### config.mk
export PLATFORM = sky130hd
export DESIGN_NAME = timed_reg_writer
export DESIGN_NICKNAME = d
export VERILOG_FILES = /design/src/rtl/timed_reg_writer.sv
export SDC_FILE = /design/constraint.sdc
export NUM_CORES = 1
export LEC_CHECK = 0
export CAP_MARGIN = 5
export CORE_ASPECT_RATIO = 1.2
export CORE_MARGIN = 5
export CORE_UTILIZATION = 59
export CTS_CLUSTER_SIZE = 16
export DETAILED_ROUTE_END_ITERATION = 8
export HOLD_SLACK_MARGIN = 0.03
export PLACE_DENSITY = 0.78
export SKIP_CTS_REPAIR_TIMING = 1
export SLEW_MARGIN = 10
export SYNTH_ARGS = -nofsm -noshare
export SYNTH_HDL_FRONTEND = slang
export SYNTH_SLANG_ARGS = --single-unit
### constraint.sdc
create_clock -name clk_i -period 9.1 [get_ports clk_i]
set_clock_uncertainty 0.05 [all_clocks]
set_input_delay 2.275 -clock clk_i [delete_from_list [all_inputs] [get_ports clk_i]]
set_output_delay 2.275 -clock clk_i [all_outputs]
set_load 0.1 [all_outputs]
### src/rtl/timed_reg_writer.sv
// ============================================================================
// Module   : timed_reg_writer
// Brief    : Replays queued (timestamp, address, data) entries as one-cycle
//            register write strobes when the running tick counter reaches them.
// Revision : 1.0
// ============================================================================
`default_nettype none

module timed_reg_writer #(
    parameter int DEPTH = 8,
    parameter int AW    = 4
) (
    input  logic                     clk_i,
    input  logic                     reset_i,
    input  logic                     enable_i,
    input  logic                     clear_i,
    input  logic                     push_i,
    input  logic [31:0]              push_ts_i,
    input  logic [AW-1:0]            push_addr_i,
    input  logic [31:0]              push_data_i,
    output logic                     full_o,
    output logic                     empty_o,
    output logic [$clog2(DEPTH):0]   level_o,
    output logic [31:0]              timestamp_o,
    output logic                     wr_stb_o,
    output logic [AW-1:0]            wr_addr_o,
    output logic [31:0]              wr_data_o,
    output logic                     late_o,
    output logic                     overflow_o
);

    localparam int c_PW = $clog2(DEPTH);
    localparam int c_LW = c_PW + 1;

    logic [31:0]     r_mem_ts   [DEPTH];
    logic [AW-1:0]   r_mem_addr [DEPTH];
    logic [31:0]     r_mem_data [DEPTH];

    logic [c_PW-1:0] r_rd_ptr;
    logic [c_PW-1:0] r_wr_ptr;
    logic [c_LW-1:0] r_level;
    logic            r_full;
    logic            r_empty;
    logic [31:0]     r_ts;
    logic            r_stb;
    logic [AW-1:0]   r_addr;
    logic [31:0]     r_data;
    logic            r_late;
    logic            r_ovf;

    logic [31:0]     w_head_ts;
    logic            w_issue;
    logic            w_push_ok;
    logic [c_LW-1:0] w_level_nxt;

    assign w_head_ts = r_mem_ts[r_rd_ptr];
    // Clear wins over issue so the strobe is guaranteed low after a flush.
    assign w_issue   = enable_i && !r_empty && !clear_i && (w_head_ts <= r_ts);
    assign w_push_ok = push_i && !r_full && !clear_i;

    always_comb begin
        w_level_nxt = r_level;
        case ({w_push_ok, w_issue})
            2'b10:   w_level_nxt = r_level + c_LW'(1);
            2'b01:   w_level_nxt = r_level - c_LW'(1);
            default: w_level_nxt = r_level;
        endcase
    end

    // Storage has no reset: validity is tracked entirely by the pointers.
    always_ff @(posedge clk_i) begin
        if (w_push_ok && !reset_i) begin
            r_mem_ts[r_wr_ptr]   <= push_ts_i;
            r_mem_addr[r_wr_ptr] <= push_addr_i;
            r_mem_data[r_wr_ptr] <= push_data_i;
        end
    end

    always_ff @(posedge clk_i) begin
        if (reset_i) begin
            r_rd_ptr <= '0;
            r_wr_ptr <= '0;
            r_level  <= '0;
            r_full   <= 1'b0;
            r_empty  <= 1'b1;
            r_ts     <= '0;
            r_stb    <= 1'b0;
            r_addr   <= '0;
            r_data   <= '0;
            r_late   <= 1'b0;
            r_ovf    <= 1'b0;
        end else begin
            r_ts <= enable_i ? r_ts + 32'd1 : 32'd0;

            if (clear_i) begin
                r_rd_ptr <= '0;
                r_wr_ptr <= '0;
                r_level  <= '0;
                r_full   <= 1'b0;
                r_empty  <= 1'b1;
                r_stb    <= 1'b0;
                r_late   <= 1'b0;
                r_ovf    <= 1'b0;
            end else begin
                r_stb <= w_issue;
                if (w_issue) begin
                    r_addr   <= r_mem_addr[r_rd_ptr];
                    r_data   <= r_mem_data[r_rd_ptr];
                    r_rd_ptr <= r_rd_ptr + c_PW'(1);
                    if (w_head_ts < r_ts)
                        r_late <= 1'b1;
                end
                if (w_push_ok)
                    r_wr_ptr <= r_wr_ptr + c_PW'(1);
                else if (push_i)
                    r_ovf <= 1'b1;
                r_level <= w_level_nxt;
                r_empty <= (w_level_nxt == '0);
                r_full  <= (w_level_nxt == c_LW'(DEPTH));
            end
        end
    end

    assign full_o      = r_full;
    assign empty_o     = r_empty;
    assign level_o     = r_level;
    assign timestamp_o = r_ts;
    assign wr_stb_o    = r_stb;
    assign wr_addr_o   = r_addr;
    assign wr_data_o   = r_data;
    assign late_o      = r_late;
    assign overflow_o  = r_ovf;

endmodule

`default_nettype wire
After elaboration in Yosys (flattened, before gate mapping)

Memories as Yosys holds them, arrays and structs flattened. A register that Yosys moved wholly into a read port is not among the register bits.
Index checks and enable logic that the tools add are counted.

Output and inout bits: 77
Flip-flop bits (word level): 47
Bits in writable memories: 544
Logic and storage cells: 46
Memories: 3

Memories:

| name       | words | bits a word | rd ports | clocked after memory_dff | write ports | line | source |
|---|---|---|---|---|---|---|---|
| r_mem_data | 8     | 32          | 1        | 1                        | 1           | 37   | `logic [31:0] r_mem_data [DEPTH];` |
| r_mem_ts   | 8     | 32          | 1        | 1                        | 1           | 35   | `logic [31:0] r_mem_ts [DEPTH];` |
| r_mem_addr | 8     | 4           | 1        | 1                        | 1           | 36   | `logic [AW-1:0] r_mem_addr [DEPTH];` |

Bitwise operators: 3
Add/subtract/negate cells: 5
Muxes and demuxes: 5
Eq/ne operators: 3
Reductions and logical operators: 16
$lt $le $gt $ge: 2

Operator list:

| cell                                                                | count |
|---|---|
| 32-bit by 1-bit adder with 32-bit output (second input constant)    | 1 |
| 32-bit <= comparator                                                | 1 |
| 32-bit less-than comparator                                         | 1 |
| 4-bit case mux with 2 select lines                                  | 1 |
| 3-bit by 1-bit adder with 3-bit output (second input constant)      | 2 |
| 1-bit logical AND                                                   | 6 |
| 3-bit 2-to-1 mux                                                    | 2 |
| 2-bit AND reduction                                                 | 3 |
| 4-bit by 1-bit adder with 4-bit output (second input constant)      | 1 |
| 4-bit == test (second input constant)                               | 1 |
| 1-bit logical NOT                                                   | 4 |
| 4-bit logical NOT                                                   | 1 |
| 2-bit OR reduction                                                  | 2 |
| 4-bit by 1-bit subtractor with 4-bit output (second input constant) | 1 |
| 1-bit inverter                                                      | 3 |
| 2-bit by 1-bit == test with 1-bit output (second input constant)    | 1 |
| 2-bit == test (second input constant)                               | 1 |
| 1-bit 2-to-1 mux                                                    | 2 |

Logic depth before layout (Yosys ltp)

Gate-level depths: netlist of run 1.

Depth after elaboration: 7
Mapped depth: 20

Worst setup path after synthesis of run 1

Ideal clock, no wire load.

Path kind: input to register
Start point: input clear_i
End point: memory r_mem_addr[0][0], enable pin
Data required time: 8472 ps
Stages: 4
Library setup time: 578 ps
Buffers on the path: 1
Slack: 801 ps
Arrival time: 7672 ps
Cell sequence: or2_2 > clkbuf_1 > or3_1 > nor3_1

Word-level cells in the longest chain between the ends: 5

RTL lines:

| element                                | line | source |
|---|---|---|
| start, declared                        | 16   | `input logic clear_i,` |
| 1-bit logical NOT                      | 59   | `assign w_push_ok = push_i && !r_full && !clear_i;` |
| 1-bit logical AND                      | 59   |  |
| 1-bit logical AND                      | 72   | `if (w_push_ok && !reset_i) begin` |
| 1-bit 2-to-1 mux                       | 72   |  |
| 1-bit 2-to-1 mux (implied by the code) | 74   | `r_mem_addr[r_wr_ptr] <= push_addr_i;` |
| end, declared                          | 36   |  |

Every way passes these cells.

==> metrics.md, run 1 <==
| Metric | Value |
|---|---|
| Outcome | `finished, final reports clean` |
| Pleak | `8.71 nW` |
| Synth top area share | `66.4%` |
| Post-layout nets | `1547` |
| Hold Fails Final Rpt | `0` |
| Die Y | `234 um` |
| Grt total ovfl | `0` |
| Worst skew pair latency | `0.61 ns` |
| Die footprint | `0.0459 mm2` |
| Post-synthesis average cell area | `19.5 um2` |
| Net count after synthesis | `1374` |
| Wire per inst | `24.0 um` |
| FP Rows | `82` |
| Gpl congestion | `0.750` |
| Most used DFF post-synth | `edfxtp_1` |
| Clock network power share | `42.1%` |
| Total CTS buffers | `59` |
| Number of library cell types mapped by synthesis | `44` |
| Largest cells by area after synthesis | `edfxtp_1 66%, mux4_2 12%, dfxtp_1 7.0%` |
| Initial Util | `59.2%` |
| Port bufs | `149` |
| Syn Std Cell Area | `0.0246 mm2` |
| Vias per inst | `5.93` |
| Total number of vias | `12091` |
| # setup viols final | `0` |
| Net Sw Power | `1.11 mW` |
| Dpl cells | `1920` |
| Ys async rst share | `0%` |
| DP Worst Slack | `2.92 ns` |
| Total track usage | `21.5%` |
| Sw frac | `19.5%` |
| Max_cap viols | `0` |
| VDD IR max | `168 uV` |
| Antenna violations before repair | `7` |
| Unrepaired setup endpoints after global routing | `no` |
| Pint | `4.57 mW` |
| EDFF count, synth | `544` |
| Largest net degree at the start of global routing | `79` |
| Pwr/cell area | `198 mW/mm2` |
| Comb pwr share | `2.4%` |
| Post-route DRC violation count | `0` |
| Shortest period the worst path allows | `5.63 ns` |
| Clk root buf | `clkbuf_16` |
| Hold_sp | `overflow_o` |
| WP buf/inv | `1` |
| Worst r2r dst | `empty_o` |
| Yosys Warn Count | `0` |
| Post-route worst setup slack | `3.47 ns` |
| CP Max Fanout | `41` |
| Slew Viols, Final | `0` |
| Max-slew headroom | `23.4%` |
| Setup CP Type | `reg -> reg` |
| Setup slack, reg-to-reg | `3.47 ns` |
| # IOs | `150` |
| Critical Path RT | `9.54 ns` |
| CP dominant cell by count | `ha_1` |
| CP Launch Type | `register` |
| DP HPWL | `28.1 mm` |
| Layout Cells excl Fill | `2038` |
| Routed wire length | `48.8 mm` |
| First-pass GRT wire length | `74.9 mm` |
| Hold Crit Class | `reg -> reg` |
| Reg power frac | `55.5%` |
| Worst slew pin tran | `1.15 ns` |
| ANT nets after route | `0` |
| Mapped Cells | `1262` |
| Clock transition at the registers of the reported paths | `0.06 ns` |
| Cell Chain, Critical Path | `buf_4, mux4_2, mux2_2, ha_1, nand4_1, nor4_2, nand3_1, or2_1, a22oi_4, ha_1, ha_1, a21o_1, a21oi_1, xor2_1, nor2_1, xnor2_1, nor2_1, a21oi_1` |
| # clock sinks | `630` |
| Fraction of the yosys area taken by sequential cells | `73.4%` |
| Die width | `196 um` |
| Clock buffer depth | `3` |
| CP delay by family, top | `simple AND/OR/NAND/NOR gates` |
| Synth-to-Final Area Change | `16.3%` |
| Final core occ | `68.9%` |
| Slowest-stage cell, CP | `dfxtp_4` |
| Hold slack | `0.435 ns` |
| Final Cycle Share | `61.9%` |
| Synth Register Bits | `630` |
| Worst Setup End Kind | `register` |
| CTS tree | `yes` |
| Vias in the first global route | `12647` |
| Crit path depth | `18` |
| Core box area | `0.0416 mm2` |
| Largest area contributor in the netlist | `edfxtp_1` |
| CTS H-tree lvls | `2` |
| Share of cells above drive strength 1 | `21.7%` |
| Slowest Stage Delay on Critical Path | `0.89 ns` |
| CP arrival | `6.07 ns` |
| Fmax | `178 MHz` |
| Setup TNS | `0 ns` |
| R2R depth | `18` |
| 1st-iter DRT viols | `849` |
| Drt first pass iters | `5` |
| CP Capture Point | `empty_o` |
[Yosys cell counts (all sizes together) (13+ instances only)]
library cell,count
a21oi,23
nand3,16
edfxtp,544
ha,38
nor2,96
dfxtp,86
xnor2,31
mux2i,38
buf,23
mux2,31
inv,36
nand2,23
mux4,136
a211oi,37
clkbuf,33
nand4,13
[final cells by class]
type                    instances  area (um2)
fillers                      2630       12900
clock inverters                25         236
well taps                     546         683
multi-input cells             540        6190
diodes                          6        15.0
clock buffers                  87        1650
repair buffers                168        1630
inverters                      36         135
flip-flops and latches        630       18100
[power by group through the flow]
| stage | clock network [mW] | logic (mW) | registers, mW |
|---|---|---|---|
| CTS | 2.43 | 0.138 | 3.15 |
| finish | 2.39 | 0.137 | 3.15 |
| floorplan | 0 | 0.0429 | 3.23 |
| global route | 2.55 | 0.148 | 3.15 |
| global placement | 0 | 0.132 | 3.21 |
| detailed placement | 0 | 0.138 | 3.22 |
[stage by stage]
step | cell area, um2 | total power, mW
global placement | 26700 | 3.35
detailed placement | 26700 | 3.35
floorplan | 24600 | 3.27
CTS | 28600 | 5.72
finish | 28600 | 5.68
global route | 28600 | 5.85
[placed cells by master (no fill, tap or decap), types with 3 or more instances in the layout]
master and count:
a211oi_2 36, a21o_1 3, a21oi_1 23, and2_1 3, buf_4 19, bufinv_16 4
clkbuf_1 22, clkbuf_16 60, clkbuf_8 5, clkdlybuf4s50_1 148, clkinv_1 9, clkinv_2 7
dfxtp_1 81, dfxtp_4 3, diode_2 6, edfxtp_1 544, ha_1 38, inv_1 36
mux2_2 31, mux2i_1 38, mux4_2 136, nand2_1 23, nand2b_1 4, nand3_1 16
nand4_1 13, nor2_1 90, nor2_4 6, nor3_1 7, nor3_2 3, nor3b_1 3
o21ai_0 9, or3_1 4, xnor2_1 31, xor2_1 3
[worst min path at each step]
stage,endpoint,slack [ns],depth (start not counted)
floorplan,r_wr_ptr[1],0.45,2
global placement,overflow_o,0.42,2
detailed placement,overflow_o,0.43,2
CTS,overflow_o,0.44,2
global route,overflow_o,0.49,2
finish,overflow_o,0.43,2
[worst register-to-register path: stages (launching register included)]
cell and delay [ns]:
dfxtp_4 0.89, buf_4 0.57, mux4_2 0.56, mux2_2 0.28, ha_1 0.30, nand4_1 0.18
nor4_2 0.38, nand3_1 0.21, or2_1 0.35, a22oi_4 0.24, ha_1 0.30, ha_1 0.27
a21o_1 0.15, a21oi_1 0.17, xor2_1 0.19, nor2_1 0.08, xnor2_1 0.15, nor2_1 0.15
a21oi_1 0.05
[registers in the layout, summed over array words and instances, names as in the netlist, named ones only]
register and flops:
empty_o 1, full_o 1, late_o 1, level_o 4, overflow_o 1, r_mem_addr 32
r_mem_data 256, r_mem_ts 256, r_rd_ptr 3, r_wr_ptr 3, timestamp_o 32, wr_addr_o 4
wr_data_o 32, wr_stb_o 1
[routing by layer]
metal | share of wire, % | GRT usage (%) | vias to the layer above | routed length, um
li1 | - | - | 5395 | -
met1 | 41 | 28.2 | 6292 | 19900
met2 | 51 | 37.3 | 320 | 25100
met3 | 5.4 | 4.04 | 80 | 2660
met4 | 2.4 | 6.55 | 4 | 1190
met5 | 0.041 | 0 | - | 20
[cells by family after synthesis]
group	Yosys count	synth area share, %
simple gates	183	3.42
fa+ha+maj	39	2.01
buf+inv	92	1.67
flops	630	73.4
compound gates	79	2.89
mux	205	15.4
xor+xnor	34	1.21
Power figures use the tool's default switching activity.
==> run 2: changes to the inputs <==
==> constraint.sdc (replaced) <==
create_clock -name clk_i -period 5.4 [get_ports clk_i]
set_clock_uncertainty 0.05 [all_clocks]
set_input_delay 1.35 -clock clk_i [delete_from_list [all_inputs] [get_ports clk_i]]
set_output_delay 1.35 -clock clk_i [all_outputs]
set_load 0.1 [all_outputs]
==> metrics.md, run 2 (synthesis results as in run 1) <==
| Metric | Value |
|---|---|
| VDD IR max | `286 uV` |
| ANT nets after route | `0` |
| Core box area | `0.0416 mm2` |
| Clock transition at the registers of the reported paths | `0.06 ns` |
| Die footprint | `0.0459 mm2` |
| Final instance area | `0.0289 mm2` |
| # IOs | `150` |
| CP delay by family, top | `simple AND/OR/NAND/NOR gates` |
| Post-route DRC violation count | `0` |
| CP Launch Type | `register` |
| # clock sinks | `630` |
| Total CTS buffers | `58` |
| Routed wire length | `49.9 mm` |
| Largest registers | `r_mem_data (256), r_mem_ts (256)` |
| 1st-iter DRT viols | `898` |
| First-pass GRT wire length | `76.7 mm` |
| CTS tree | `yes` |
| Hold Crit Class | `reg -> reg` |
| Antenna violations before repair | `3` |
| Vias in the first global route | `12916` |
| Port bufs | `149` |
| Commonest non-fill, non-tap cell in the layout | `edfxtp_1` |
| Pwr/cell area | `339 mW/mm2` |
| Dpl cells | `1932` |
| Fmax | `204 MHz` |
| CP arrival | `5.41 ns` |
| Worst slew pin tran | `1.12 ns` |
| Drt first pass iters | `5` |
| Grt total ovfl | `0` |
| Shortest period the worst path allows | `4.91 ns` |
| CP Max Fanout | `13` |
| FP Rows | `82` |
| Pleak | `8.83 nW` |
| CP dominant cell by count | `ha_1` |
| Slowest-stage cell, CP | `mux4_2` |
| Max-slew headroom | `25.5%` |
| Hold Fails Final Rpt | `0` |
| DP Worst Slack | `0.385 ns` |
| CTS H-tree lvls | `2` |
| Commonest non-fill, non-tap cells in the layout | `544 x edfxtp_1, 148 x clkdlybuf4s50_1, 136 x mux4_2` |
| Worst skew pair latency | `0.61 ns` |
| Die Y | `234 um` |
| Unrepaired setup endpoints after global routing | `no` |
| Total number of vias | `12160` |
| # setup viols final | `0` |
| Slew Viols, Final | `0` |
| Outcome | `finished, final reports clean` |
| Worst Setup End Kind | `register` |
| Synth-to-Final Area Change | `17.4%` |
| Gpl congestion | `0.763` |
| Die width | `196 um` |
| Final Cycle Share | `91.0%` |
| Clk root buf | `clkbuf_16` |
| Total track usage | `22.1%` |
| Post-layout nets | `1558` |
| Share of cells above drive strength 1 | `23.3%` |
| Slowest Stage Delay on Critical Path | `0.55 ns` |
| Final core occ | `69.5%` |
| Placed Instance Area | `0.0269 mm2` |
| Max_cap viols | `0` |
| Clock buffer depth | `3` |
| Wire per inst | `24.4 um` |
| Setup CP Type | `reg -> reg` |
| Cell Chain, Critical Path | `buf_4, mux4_2, mux2_2, ha_1, nand4_1, nor4_2, nand3_1, or2_1, a22oi_4, ha_1, ha_1, a21o_1, a21oi_1, xor2_1, nor2_1, xnor2_1, nor2_1, a21oi_1` |
| Post-route worst setup slack | `0.488 ns` |
| WP buf/inv | `1` |
| Largest net degree at the start of global routing | `79` |
| Initial Util | `59.2%` |
| FILL cells | `2617` |
| DP HPWL | `28.3 mm` |
| Critical Path RT | `5.89 ns` |
| Overall power | `9.78 mW` |
| Layout Cells excl Fill | `2043` |
| Vias per inst | `5.95` |
-- run 2: cell type report --
type / count / area [um2] / area share (%)
clock inverter: 30 / 375 / 1.30
sequential: 630 / 18100 / 62.6
timing repair buffer: 180 / 1770 / 6.13
tap: 546 / 683 / 2.37
clock buffer: 79 / 1630 / 5.65
antenna: 2 / 5.00 / 0.0173
inverter: 36 / 135 / 0.468
multi-input combinational: 540 / 6200 / 21.5
-- run 2: layer usage --
metal / vias to the layer above / GRT usage [%] / share of wire [%] / wire length, um
li1: 5405 / - / - / -
met3: 64 / 4.46 / 6.3 / 3150
met5: - / 0 / 0.026 / 13
met4: 2 / 4.63 / 1.6 / 787
met1: 6319 / 29.2 / 40 / 19800
met2: 370 / 38.7 / 52 / 26100
-- run 2: worst paths after layout --
kind | slack [ns] | depth (start not counted) | endpoint | start
worst max-delay path | 0.49 | 18 | empty_o | register
worst min-delay path | 0.47 | 2 | late_o | late_o
worst max register to register | 0.49 | 18 | empty_o | register
worst min register to register | 0.47 | 2 | late_o | late_o
-- run 2: tightest hold or removal path: stages, from the launching register on --
cell     delay (ns)
dfxtp_1        0.34
nor2_1         0.10
nor2_1         0.04
-- run 2: where the power goes --
| group | switching, mW | internal, mW | leakage (nW) |
|---|---|---|---|
| clock network | 1.73 | 2.50 | 0.976 |
| logic | 0.140 | 0.0897 | 2.26 |
| registers | 0.0100 | 5.30 | 5.60 |
-- run 2: metrics by stage --
| step | hold WS (ns) | TNS [ns] |
|---|---|---|
| after floorplan | 0.467 | -19.85 |
| after global placement | 0.444 | 0 |
| after detailed placement | 0.454 | 0 |
| after CTS | 0.463 | 0 |
| after global routing | 0.490 | 0 |
| final | 0.473 | 0 |
